===== src/rtl/dmem_arbiter.sv =====
// Two-port arbiter in front of the single-ported data memory: the pipeline (M) wins by default,
// the debug/loader port (D) is guaranteed progress by a starvation counter and may lock bursts.
module dmem_arbiter #(
    parameter int STARVE_LIMIT = 4,
    parameter int LOCK_MAX     = 8
) (
    input  logic        clk,
    input  logic        rst,
    input  logic        m_req,
    input  logic        m_we,
    input  logic [1:0]  m_size,
    input  logic [63:0] m_addr,
    input  logic [63:0] m_wdata,
    output logic        m_stall,
    output logic        m_rvalid,
    output logic [63:0] m_rdata,
    input  logic        d_req,
    input  logic        d_we,
    input  logic [1:0]  d_size,
    input  logic [63:0] d_addr,
    input  logic [63:0] d_wdata,
    input  logic        d_lock,
    output logic        d_gnt,
    output logic        d_rvalid,
    output logic [63:0] d_rdata,
    output logic        mem_en,
    output logic        mem_we,
    output logic [1:0]  mem_size,
    output logic [63:0] mem_addr,
    output logic [63:0] mem_wdata,
    input  logic [63:0] mem_rdata
);

    localparam int LW = $clog2(LOCK_MAX + 1);
    localparam logic [3:0]    LP_STARVE_LIMIT = 4'(STARVE_LIMIT);
    localparam logic [LW-1:0] LP_LOCK_MAX     = LW'(LOCK_MAX);

    logic [3:0]    r_starve_cnt;
    logic [LW-1:0] r_lock_cnt;
    logic          r_lock_active;
    logic          r_resp_valid;
    logic          r_resp_owner;

    logic          w_grant_d;
    logic          w_grant_m;
    logic [LW-1:0] w_lock_cnt_nxt;
    logic          w_lock_keep;

    assign w_grant_d = d_req & (~m_req | (r_starve_cnt == LP_STARVE_LIMIT) | r_lock_active);
    assign w_grant_m = m_req & ~w_grant_d;

    assign d_gnt   = w_grant_d;
    assign m_stall = m_req & w_grant_d;
    assign mem_en  = w_grant_d | w_grant_m;

    always_comb begin
        mem_we    = 1'b0;
        mem_size  = 2'b00;
        mem_addr  = 64'd0;
        mem_wdata = 64'd0;
        if (w_grant_d) begin
            mem_we    = d_we;
            mem_size  = d_size;
            mem_addr  = d_addr;
            mem_wdata = d_wdata;
        end else if (w_grant_m) begin
            mem_we    = m_we;
            mem_size  = m_size;
            mem_addr  = m_addr;
            mem_wdata = m_wdata;
        end
    end

    // The grant that starts a burst counts as the first of the LOCK_MAX locked grants.
    assign w_lock_cnt_nxt = (r_lock_active ? r_lock_cnt : '0) + 1'b1;
    assign w_lock_keep    = w_grant_d & d_lock & (w_lock_cnt_nxt < LP_LOCK_MAX);

    always_ff @(posedge clk) begin
        if (!rst) begin
            r_starve_cnt  <= 4'd0;
            r_lock_cnt    <= '0;
            r_lock_active <= 1'b0;
            r_resp_valid  <= 1'b0;
            r_resp_owner  <= 1'b0;
        end else begin
            if (w_grant_d || !d_req) begin
                r_starve_cnt <= 4'd0;
            end else if (w_grant_m && (r_starve_cnt != LP_STARVE_LIMIT)) begin
                r_starve_cnt <= r_starve_cnt + 4'd1;
            end
            r_lock_active <= w_lock_keep;
            r_lock_cnt    <= w_lock_keep ? w_lock_cnt_nxt : '0;
            r_resp_valid  <= mem_en & ~mem_we;
            r_resp_owner  <= w_grant_d;
        end
    end

    // Read data arrives one cycle after the grant; steer it to whoever issued the read.
    assign m_rvalid = r_resp_valid & ~r_resp_owner;
    assign d_rvalid = r_resp_valid & r_resp_owner;
    assign m_rdata  = m_rvalid ? mem_rdata : 64'd0;
    assign d_rdata  = d_rvalid ? mem_rdata : 64'd0;

endmodule

===== config.mk =====
export PLATFORM = sky130hd
export DESIGN_NAME = dmem_arbiter
export DESIGN_NICKNAME = d
export VERILOG_FILES = /design/src/rtl/dmem_arbiter.sv
export SDC_FILE = /design/constraint.sdc
export NUM_CORES = 1
export LEC_CHECK = 0
export ABC_CLOCK_PERIOD_IN_PS = 5100
export BUFFER_PORTS_ARGS = -buffer_cell sky130_fd_sc_hd__buf_2
export CORE_AREA = 2 2 235 237
export CTS_BUF_LIST = sky130_fd_sc_hd__clkbuf_16
export DETAILED_ROUTE_END_ITERATION = 10
export DIE_AREA = 0 0 237 239
export GPL_ROUTABILITY_DRIVEN = 0
export PLACE_DENSITY_LB_ADDON = 0.08
export SETUP_SLACK_MARGIN = 0.4
export SLEW_MARGIN = 10
export SYNTH_ARGS = -nofsm -noshare
export SYNTH_HDL_FRONTEND = slang
export SYNTH_SLANG_ARGS = --single-unit

===== constraint.sdc =====
create_clock -name clk -period 5.1 [get_ports clk]
set_input_delay 0.51 -clock clk [delete_from_list [all_inputs] [get_ports clk]]
set_output_delay 0.51 -clock clk [all_outputs]
set_load 0.05 [all_outputs]

==> results.sh <==
export IMPL_status="finished clean"
export IMPL_reg2regPathDepth=5
export IMPL_cts_max_level=1
export IMPL_p_leak_uw=0.004216
export IMPL_post_route_period_util_pct=76.85
export IMPL_max_clock_freq_mhz=255.2
export IMPL_cp_data_arrival_time_ps=3410
export IMPL_nFillCells=6483
export IMPL_crit_path_end="mem_wdata[35]"
export IMPL_clockBufferDepth=2
export IMPL_clock_latency_ps=240
export IMPL_power_internal_uw=434.8
export IMPL_cap_violations=0
export IMPL_reg2reg_to="r_lock_cnt[2]$_SDFF_PN0_"
export IMPL_layout_nets=1525
export IMPL_synth_common_cells="nand2_1 (135), o211ai_1 (131), clkbuf_1 (79)"
export IMPL_peakVddDrop_v=0.00007696
export IMPL_tightest_slew_ps=1157
export IMPL_holdBufCountCts=0
export IMPL_hold_path_class="reg -> reg"
export IMPL_topRoutingLayerUsed="met4"
export IMPL_setup_viol=0
export IMPL_core_rowCount=86
export IMPL_switching_share_pct=61.62
export IMPL_grt_first_pass_wirelength_um=43040
export IMPL_core_mm2=0.05434
export IMPL_die_w_um=237
export IMPL_cts_sinks=11
export IMPL_netlist_area_leader_share_pct=23.74
export IMPL_seq_area_frac_synth_pct=5.316
export IMPL_initial_utilization_pct=7.624
export IMPL_fin_skew_ps=3.386
export IMPL_wl_met1_um=10870
export IMPL_slew_viol_final=0
export IMPL_p_sw_uw=698.1
export IMPL_final_setup_tns_ps=0
export IMPL_drc=0
export IMPL_place_hpwl_um=23920
export IMPL_die_area_mm2=0.05664
export IMPL_ys_seq_elements=11
export IMPL_overflow=0
export IMPL_wl_um=30340
export IMPL_r2r_start="r_starve_cnt[0]$_SDFFE_PP0P_"
export IMPL_grt_pass1_vias=7019
export IMPL_power_density_mw_per_mm2=146.1
export IMPL_finalHoldViolCount=0
export IMPL_clk_pin_slew_ps=40
export IMPL_numPortBuffers=594
export IMPL_via_count=7030
export IMPL_p_comb_share_pct=79.5
export IMPL_wl_met3_um=2452
export IMPL_synth_area_mm2=0.004143
export IMPL_cts_tree="yes"
export IMPL_fin_crit_ps=3919
export IMPL_clock_root_buffer="clkbuf_16"
export IMPL_ant_nets=0
export IMPL_yosys_most_used_dff="dfxtp_1"
export IMPL_post_synth_cell_area_avg_um2=6.110
export IMPL_ios=595
export IMPL_vias_per_cell=3.706
export IMPL_synth_nets=1012
export IMPL_yosysWarnings=0
export IMPL_postSynthCellCount=678
export IMPL_wl_met2_um=16280
export IMPL_p_total_uw=1133
export IMPL_grt_max_degree=132
export IMPL_die_h_um=239
export IMPL_synthArstFlopShare_pct=0
export IMPL_crit_path_start_kind="flop"
export IMPL_drt_initial_drc_count=273
export IMPL_gr_usage_all_layers_pct=9.778
export IMPL_netlist_top_cells_area="o211ai_1 (24%), o21ai_2 (13%), nand2_1 (12%)"
export IMPL_synth_edf_count=0
export IMPL_seq_power_share_pct=8.0
export IMPL_antenna_found_initial=3
export IMPL_required_ps=4590
export IMPL_crit_path_start="r_starve_cnt[0]$_SDFFE_PP0P_"
export IMPL_wl_per_cell_um=15.99
export IMPL_yosysMostFrequentCell="nand2_1"
export IMPL_postCtsSetupBuffers=0
export IMPL_slew_headroom_pct=22.88
export IMPL_endpoint_kind="output port"
export IMPL_dr_pass1_iters=4
export IMPL_yosysUniqueCellTypes=33
export IMPL_syn2layout_area_growth_pct=87.10
export IMPL_pwr_share_clk_pct=12.5
export IMPL_crit_fanout=86
export IMPL_worst_setup_path_type="reg -> out"
export IMPL_drive_gt1_share_pct=56.72
export IMPL_yosys_area_top_type="o211ai_1"
export IMPL_rsz0062_at_grt="false"
export IMPL_r2r_setup_slack_ps=3030
export IMPL_cts_buffers=3
export IMPL_cts_resized=0
## flip-flops by register name (all words and copies together), names as in the netlist
register and count:
r_lock_active 1, r_lock_cnt 4, r_resp_owner 1, r_resp_valid 1, r_starve_cnt 4
## cell families (layout without fill, tap and decap cells)
group / Yosys count / in the layout / share of synthesized area [%]
adders and majority gates: 3 / 3 / 0.9062
muxes: 2 / 2 / 0.4833
other: 1 / 4 / 0.09052
and+or+nand+nor: 286 / 286 / 35.00
buffers and inverters: 106 / 618 / 11.75
xor gates and xnor gates: 1 / 1 / 0.2115
AOI/OAI and AO/OA: 268 / 268 / 46.24
DFF: 11 / 11 / 5.316
## critical path, cell delays in order (launching register included)
cell,delay (ps)
dfxtp_1,330
inv_1,70
ha_1,190
and3b_4,810
o21ai_4,200
inv_6,550
buf_4,480
o21ai_1,130
buf_2,220
## per-stage QoR
step | std cells | area (um2) | hold slack (ps) | utilization (%) | worst slack [ps]
floorplan | 678 | 4143 | 450.1 | - | 2105
global placement | 1890 | 7665 | 475.9 | 14.11 | 1436
finish | 1897 | 7751 | 493.4 | 14.26 | 1181
global route | 1897 | 7751 | 516.9 | 14.26 | 859.1
detailed placement | 1890 | 7665 | 480.6 | 14.11 | 1432
CTS | 1894 | 7744 | 491.0 | 14.25 | 1174
## per-layer routing
| metal | track usage (%) | up-vias |
|---|---|---|
| met3 | 2.298 | 18 |
| li1 | - | 3465 |
| met2 | 19.04 | 353 |
| met1 | 10.24 | 3194 |
| met5 | 0 | - |
| met4 | 3.184 | 0 |
## power groups by stage
stage          clock network [uW]  logic (uW)  registers [uW]
2_1_floorplan                   0         615            91.1
3_3_place_gp                    0         923            92.4
3_5_place_dp                    0         911            92.2
4_1_cts                       146         913            90.6
5_1_grt                       154         957            90.8
6_report                      141         901            90.6
## cell type report
cell class                      count  area, um2  area share [%]
Sequential cell                    11      221.5           2.857
Tap cell                          704      880.8           11.36
Antenna cell                        3      7.507         0.09685
Multi-Input combinational cell    561       3455           44.57
Timing Repair Buffer              604       3065           39.55
Inverter                           10      42.54          0.5488
Clock inverter                      1      3.754         0.04843
Clock buffer                        3      75.07          0.9685
## how the worst min path moves through the flow
stage,start,cells after the start,slack [ps],to
floorplan,r_starve_cnt[0]$_SDFFE_PP0P_,1,450,r_starve_cnt[0]$_SDFFE_PP0P_
global placement,r_starve_cnt[0]$_SDFFE_PP0P_,1,480,r_starve_cnt[0]$_SDFFE_PP0P_
detailed placement,r_starve_cnt[0]$_SDFFE_PP0P_,1,480,r_starve_cnt[0]$_SDFFE_PP0P_
CTS,r_starve_cnt[0]$_SDFFE_PP0P_,1,490,r_starve_cnt[0]$_SDFFE_PP0P_
global route,r_starve_cnt[0]$_SDFFE_PP0P_,1,520,r_starve_cnt[0]$_SDFFE_PP0P_
finish,r_starve_cnt[3]$_SDFFE_PP0P_,2,490,r_starve_cnt[3]$_SDFFE_PP0P_
## layout by cell type, fill, tap and decap left out, drive strengths merged
| cell type | instances |
|---|---|
| o21ai | 131 |
| nor2b | 1 |
| nand4b | 2 |
| o221ai | 1 |
| a2111o | 1 |
| clkbuf | 3 |
| o211ai | 131 |
| and2 | 67 |
| dfxtp | 11 |
| or2 | 2 |
| xor2 | 1 |
| nor4 | 3 |
| a21oi | 4 |
| and4b | 1 |
| ha | 3 |
| nand3 | 1 |
| nand2 | 135 |
| mux2i | 2 |
| diode | 3 |
| and3b | 1 |
| nor2 | 4 |
| and3 | 64 |
| nand2b | 2 |
| inv | 11 |
| nor3 | 1 |
| buf | 604 |
| or3 | 2 |
| conb | 1 |
No activity file was read; power rests on OpenSTA's default activity.
